$ cat src/rtl/cpu_mult_pkg.sv
// Shared derivations and helpers for the sliced pipelined multiplier:
// slice count, partial-product width, slice extraction, config check.
package cpu_mult_pkg;

    localparam int MAX_W = 256;

    function automatic int nsl_of(input int width, input int chunk);
        return width / chunk;
    endfunction

    function automatic int ppw_of(input int chunk);
        return 2 * chunk + 1;
    endfunction

    function automatic bit cfg_ok(input int width, input int chunk);
        return (chunk > 0) && (width % chunk == 0) && (width <= MAX_W);
    endfunction

    function automatic logic [MAX_W-1:0] slice_of(
        input logic [MAX_W-1:0] v,
        input int               idx,
        input int               chunk
    );
        logic [MAX_W-1:0] w_mask;
        w_mask = ~({MAX_W{1'b1}} << chunk);
        return (v >> (idx * chunk)) & w_mask;
    endfunction

endpackage

$ cat src/rtl/cpu_mult_pp_slice.sv
// One CHUNKxCHUNK slice multiplier with per-side signedness.
// Purely combinational so it maps onto a single DSP block.
module cpu_mult_pp_slice #(
    parameter int CHUNK = 16
) (
    input  logic [CHUNK-1:0]      i_a,
    input  logic [CHUNK-1:0]      i_b,
    input  logic                  i_a_signed,
    input  logic                  i_b_signed,
    output logic signed [2*CHUNK:0] o_pp
);

    logic signed [2*CHUNK:0] w_a;
    logic signed [2*CHUNK:0] w_b;

    // The exact product always fits in 2*CHUNK+1 signed bits.
    assign w_a  = {{(CHUNK+1){i_a_signed & i_a[CHUNK-1]}}, i_a};
    assign w_b  = {{(CHUNK+1){i_b_signed & i_b[CHUNK-1]}}, i_b};
    assign o_pp = w_a * w_b;

endmodule

$ cat src/rtl/cpu_mult_pipe.sv
// Pipelined sliced multiplier: S1 partial products, S2 sum,
// optional S3 output register, valid/ready with flush.
module cpu_mult_pipe
    import cpu_mult_pkg::*;
#(
    parameter int WIDTH   = 32,
    parameter int CHUNK   = 16,
    parameter int OUT_REG = 1
) (
    input  logic               clk,
    input  logic               reset_n,
    input  logic               flush,
    input  logic               in_valid,
    output logic               in_ready,
    input  logic [WIDTH-1:0]   in_src1,
    input  logic [WIDTH-1:0]   in_src2,
    input  logic               in_src1_signed,
    input  logic               in_src2_signed,
    input  logic               in_hi_sel,
    output logic               out_valid,
    input  logic               out_ready,
    output logic [2*WIDTH-1:0] out_product,
    output logic [WIDTH-1:0]   out_result,
    output logic               busy
);

    localparam int NSL = nsl_of(WIDTH, CHUNK);
    localparam int PPW = ppw_of(CHUNK);
    localparam int PW2 = 2 * WIDTH;

    if (!cfg_ok(WIDTH, CHUNK)) begin : g_cfg_err
        $error("cpu_mult_pipe: WIDTH must be a multiple of CHUNK");
    end

    logic [CHUNK-1:0]      w_sl1 [NSL];
    logic [CHUNK-1:0]      w_sl2 [NSL];
    logic signed [PPW-1:0] w_pp  [NSL*NSL];

    logic                  r_s1_v;
    logic                  r_s1_hi;
    logic signed [PPW-1:0] r_s1_pp [NSL*NSL];

    logic                  r_s2_v;
    logic                  r_s2_hi;
    logic [PW2-1:0]        r_s2_prod;

    logic [PW2-1:0]        w_sum;
    logic                  w_rdy1;
    logic                  w_rdy2;
    logic                  w_rdy_tail;
    logic                  w_s3_v;
    logic                  w_last_v;
    logic                  w_last_hi;
    logic [PW2-1:0]        w_last_prod;

    for (genvar g = 0; g < NSL; g++) begin : g_sl
        assign w_sl1[g] = CHUNK'(slice_of(MAX_W'(in_src1), g, CHUNK));
        assign w_sl2[g] = CHUNK'(slice_of(MAX_W'(in_src2), g, CHUNK));
    end

    // Only the top slice of an operand carries its sign.
    for (genvar i = 0; i < NSL; i++) begin : g_row
        for (genvar j = 0; j < NSL; j++) begin : g_col
            cpu_mult_pp_slice #(
                .CHUNK(CHUNK)
            ) u_pp (
                .i_a       (w_sl1[i]),
                .i_b       (w_sl2[j]),
                .i_a_signed((i == NSL-1) ? in_src1_signed : 1'b0),
                .i_b_signed((j == NSL-1) ? in_src2_signed : 1'b0),
                .o_pp      (w_pp[i*NSL+j])
            );
        end
    end

    assign w_rdy2   = !r_s2_v || w_rdy_tail;
    assign w_rdy1   = !r_s1_v || w_rdy2;
    assign in_ready = w_rdy1;

    always_ff @(posedge clk) begin
        if (!reset_n) begin
            r_s1_v  <= 1'b0;
            r_s1_hi <= 1'b0;
            for (int k = 0; k < NSL*NSL; k++) begin
                r_s1_pp[k] <= '0;
            end
        end else begin
            if (flush) begin
                r_s1_v <= 1'b0;
            end else if (w_rdy1) begin
                r_s1_v <= in_valid;
            end
            if (w_rdy1 && in_valid) begin
                r_s1_hi <= in_hi_sel;
                for (int k = 0; k < NSL*NSL; k++) begin
                    r_s1_pp[k] <= w_pp[k];
                end
            end
        end
    end

    always_comb begin
        w_sum = '0;
        for (int i = 0; i < NSL; i++) begin
            for (int j = 0; j < NSL; j++) begin
                w_sum = w_sum
                      + (PW2'(r_s1_pp[i*NSL+j]) << ((i + j) * CHUNK));
            end
        end
    end

    always_ff @(posedge clk) begin
        if (!reset_n) begin
            r_s2_v    <= 1'b0;
            r_s2_hi   <= 1'b0;
            r_s2_prod <= '0;
        end else begin
            if (flush) begin
                r_s2_v <= 1'b0;
            end else if (w_rdy2) begin
                r_s2_v <= r_s1_v;
            end
            if (w_rdy2 && r_s1_v) begin
                r_s2_hi   <= r_s1_hi;
                r_s2_prod <= w_sum;
            end
        end
    end

    if (OUT_REG != 0) begin : g_oreg
        logic           r_s3_v;
        logic           r_s3_hi;
        logic [PW2-1:0] r_s3_prod;

        assign w_rdy_tail = !r_s3_v || out_ready;

        always_ff @(posedge clk) begin
            if (!reset_n) begin
                r_s3_v    <= 1'b0;
                r_s3_hi   <= 1'b0;
                r_s3_prod <= '0;
            end else begin
                if (flush) begin
                    r_s3_v <= 1'b0;
                end else if (w_rdy_tail) begin
                    r_s3_v <= r_s2_v;
                end
                if (w_rdy_tail && r_s2_v) begin
                    r_s3_hi   <= r_s2_hi;
                    r_s3_prod <= r_s2_prod;
                end
            end
        end

        assign w_s3_v      = r_s3_v;
        assign w_last_v    = r_s3_v;
        assign w_last_hi   = r_s3_hi;
        assign w_last_prod = r_s3_prod;
    end else begin : g_noreg
        assign w_rdy_tail  = out_ready;
        assign w_s3_v      = 1'b0;
        assign w_last_v    = r_s2_v;
        assign w_last_hi   = r_s2_hi;
        assign w_last_prod = r_s2_prod;
    end

    assign out_valid   = w_last_v;
    assign out_product = w_last_prod;
    assign out_result  = w_last_hi ? w_last_prod[PW2-1:WIDTH]
                                   : w_last_prod[WIDTH-1:0];
    assign busy        = r_s1_v | r_s2_v | w_s3_v;

endmodule

$ cat config.mk
export PLATFORM = sky130hd
export DESIGN_NAME = cpu_mult_pipe
export DESIGN_NICKNAME = d
export VERILOG_FILES = /design/src/rtl/cpu_mult_pkg.sv /design/src/rtl/cpu_mult_pp_slice.sv /design/src/rtl/cpu_mult_pipe.sv
export SDC_FILE = /design/constraint.sdc
export NUM_CORES = 2
export LEC_CHECK = 0
export CELL_PAD_IN_SITES_DETAIL_PLACEMENT = 0
export CELL_PAD_IN_SITES_GLOBAL_PLACEMENT = 1
export CORE_MARGIN = 3
export CORE_UTILIZATION = 40
export DETAILED_ROUTE_END_ITERATION = 16
export HOLD_SLACK_MARGIN = 0.08
export PLACE_DENSITY_LB_ADDON = 0.1
export SETUP_SLACK_MARGIN = 0.4
export SYNTH_ARGS = -nofsm -noshare
export SYNTH_HDL_FRONTEND = slang
export SYNTH_HIERARCHICAL = 1
export SYNTH_SLANG_ARGS = --single-unit
$ cat constraint.sdc
create_clock -name clk -period 13.5 [get_ports clk]
set_input_delay 3.375 -clock clk [delete_from_list [all_inputs] [get_ports clk]]
set_output_delay 3.375 -clock clk [all_outputs]
set_load 0.005 [all_outputs]
==> impl_metrics.py <==
metrics = {
    "placement": {
        "place_congestion": 0.8372,
        "dp_slack_ns": 2.482,
        "hpwl_mm": 124.7,
        "portBuffers": 170,
        "dp_cells": 8039,
    },
    "logic_synthesis": {
        "syn_area_um2": 56770,
        "avgSynthCellArea_um2": 9.280,
        "netlist_instances": 6117,
        "ys_warn_count": 6,
    },
    "final_layout": {
        "final_cell_count_no_fill": 8104,
        "final_core_util_pct": 44.12,
        "fillers": 14128,
        "syn2layout_area_growth_pct": 8.968,
        "finalNetCount": 7867,
        "drive_above_1_share_pct": 4.063,
    },
    "global_route": {
        "met3_usage_pct": 1.954,
        "antenna_found_initial": 9,
        "grtUsageMet2_pct": 37.36,
        "top_usage_layer": "met2",
        "grt_use_met1_pct": 32.76,
        "grt_pass1_wl_mm": 257.8,
        "grt_pass1_vias": 43931,
        "grt_start_max_net_pins": 92,
        "track_usage_pct": 22.58,
        "grt_remaining_overflow": 0,
    },
    "die": {
        "start_util_pct": 40.49,
        "die_area_um2": 146500,
        "design.core.area_um2": 140200,
        "fp-row-count": 137,
        "pin_count": 171,
        "fp.dieH_um": 382.7,
        "die_w_um": 382.7,
    },
    "setup_path": {
        "end_kind": "flip-flop",
        "path_class": "primary input to flip-flop",
        "reg2reg_depth": 21,
        "path_max_fanout": 12,
        "crit_arrival_ns": 10.69,
        "regToRegSetupSlack_ns": 7.01,
        "worst_setup_path_start_kind": "primary input",
        "cp.required_ns": 13.83,
    },
    "sta": {
        "fin_skew_ns": 0.02246,
        "slew_headroom_pct": 22.04,
        "setup_viol": 0,
        "finalCritPeriodShare_pct": 76.77,
        "fin_setup_tns_ns": 0,
        "fin_ws_ns": 3.136,
        "fin_crit_ns": 10.36,
        "hold_viol": 0,
        "worstMarginPinSlew_ns": 1.166,
        "rsz0062_at_grt": "no",
        "drv_slew": 0,
        "max_freq_mhz": 96.49,
    },
    "clock_network": {
        "worst_skew_pair.late_latency_ns": 0.59,
        "cts_root_buffer": "clkbuf_16",
        "cts_inserted_buffers": 35,
        "numClockSinks": 265,
        "cts_tree": "done",
        "clk_pin_slew_ns": 0.06,
        "cts_buffer_depth": 3,
        "ctsResizeCount": 0,
        "post_cts_buffers": 0,
        "htree_levels": 2,
        "hold_buffers": 0,
    },
    "routing": {
        "wl_mm": 159.7,
        "drc": 0,
        "drt_iter0_markers": 1841,
        "drtPass1Iterations": 6,
        "via_per_inst": 4.942,
        "vias": 40054,
        "wire_per_inst_um": 19.70,
        "ant_nets": 0,
    },
    "hold_path": {
        "hold_class": "flip-flop to flip-flop",
        "hold_depth": 2,
    },
    "run": {
        "drv_cap": 0,
    },
    "run_status": {
        "status": "completed",
    },
}
==> worst max-delay path, cell delays in order <==
cell             delay, ns
clkdlybuf4s50_1       0.85
and2_1                0.53
nand2_1               0.17
inv_1                 0.10
fa_1                  0.66
inv_1                 0.15
fa_1                  0.80
inv_1                 0.20
fa_1                  0.50
fa_1                  0.58
fa_1                  0.44
fa_1                  0.44
ha_1                  0.37
a21oi_1               0.16
o21ai_0               0.09
a21o_1                0.24
a221oi_1              0.33
o21ai_1               0.16
o31a_1                0.27
xor2_1                0.13
and2_1                0.13
==> flip-flops by register name (all words and copies together), names as in the netlist <==
register	count
r_s1_pp	131
out_product	64
r_s2_prod	64
g_oreg.r_s3_hi	1
out_valid	1
r_s1_hi	1
r_s1_v	1
r_s2_hi	1
r_s2_v	1
==> layout make-up <==
type                            instances  area, um^2  area share [%]
Tap cell                             1876        2347           3.794
Timing Repair Buffer                  255        2317           3.746
Antenna cell                            1       2.502        0.004045
Sequential cell                       265        6616           10.70
Multi-Input combinational cell       4309       44380           71.75
Inverter                             1334        5007           8.095
Clock buffer                           48       989.7           1.600
Clock inverter                         16       195.2          0.3155
==> placed cells by master (no fill, tap or decap), types with 11 or more instances in the layout <==
master,n
edfxtp_1,131
nand3_1,53
nor3_1,22
buf_4,86
nand4_1,13
ha_1,400
o21ai_0,85
o31ai_1,11
a21o_1,65
conb_1,16
mux2_2,32
xor2_1,50
o21ai_1,19
a21oi_1,152
nor2_1,123
inv_1,1334
a211oi_1,18
dfxtp_1,134
o21bai_1,29
nand2b_1,20
and2_1,636
and3_1,29
o21a_1,23
clkbuf_16,36
clkdlybuf4s50_1,165
a21boi_0,102
or2_2,18
nand2_1,885
fa_1,1195
xnor2_1,130
nor2b_1,16
==> metrics by stage <==
stage | area [um^2] | hold slack, ns
6_report | 61860 | 0.4611
5_1_grt | 61860 | 0.4866
4_1_cts | 61860 | 0.4662
3_5_place_dp | 60670 | 0.4587
3_3_place_gp | 60670 | 0.4520
2_1_floorplan | 56820 | 0.4343
==> path summary, 6_finish.rpt <==
kind | from | to
setup / recovery | in_src1_signed | r_s1_pp[0][129]
hold / removal | r_s2_prod[2] | out_product[2]
setup reg to reg | r_s1_pp[0][17] | r_s2_prod[63]
hold reg to reg | r_s2_prod[2] | out_product[2]
==> metal layers <==
layer	part of all wire, %	wire length (um)
met3	4.1	6484
met4	1.6	2601
met1	48	76100
met2	47	74500
met5	0	0
Power is left out: the tool's default activity adds up to more than one toggle a clock period on the data nets, which glitch-free logic cannot reach.
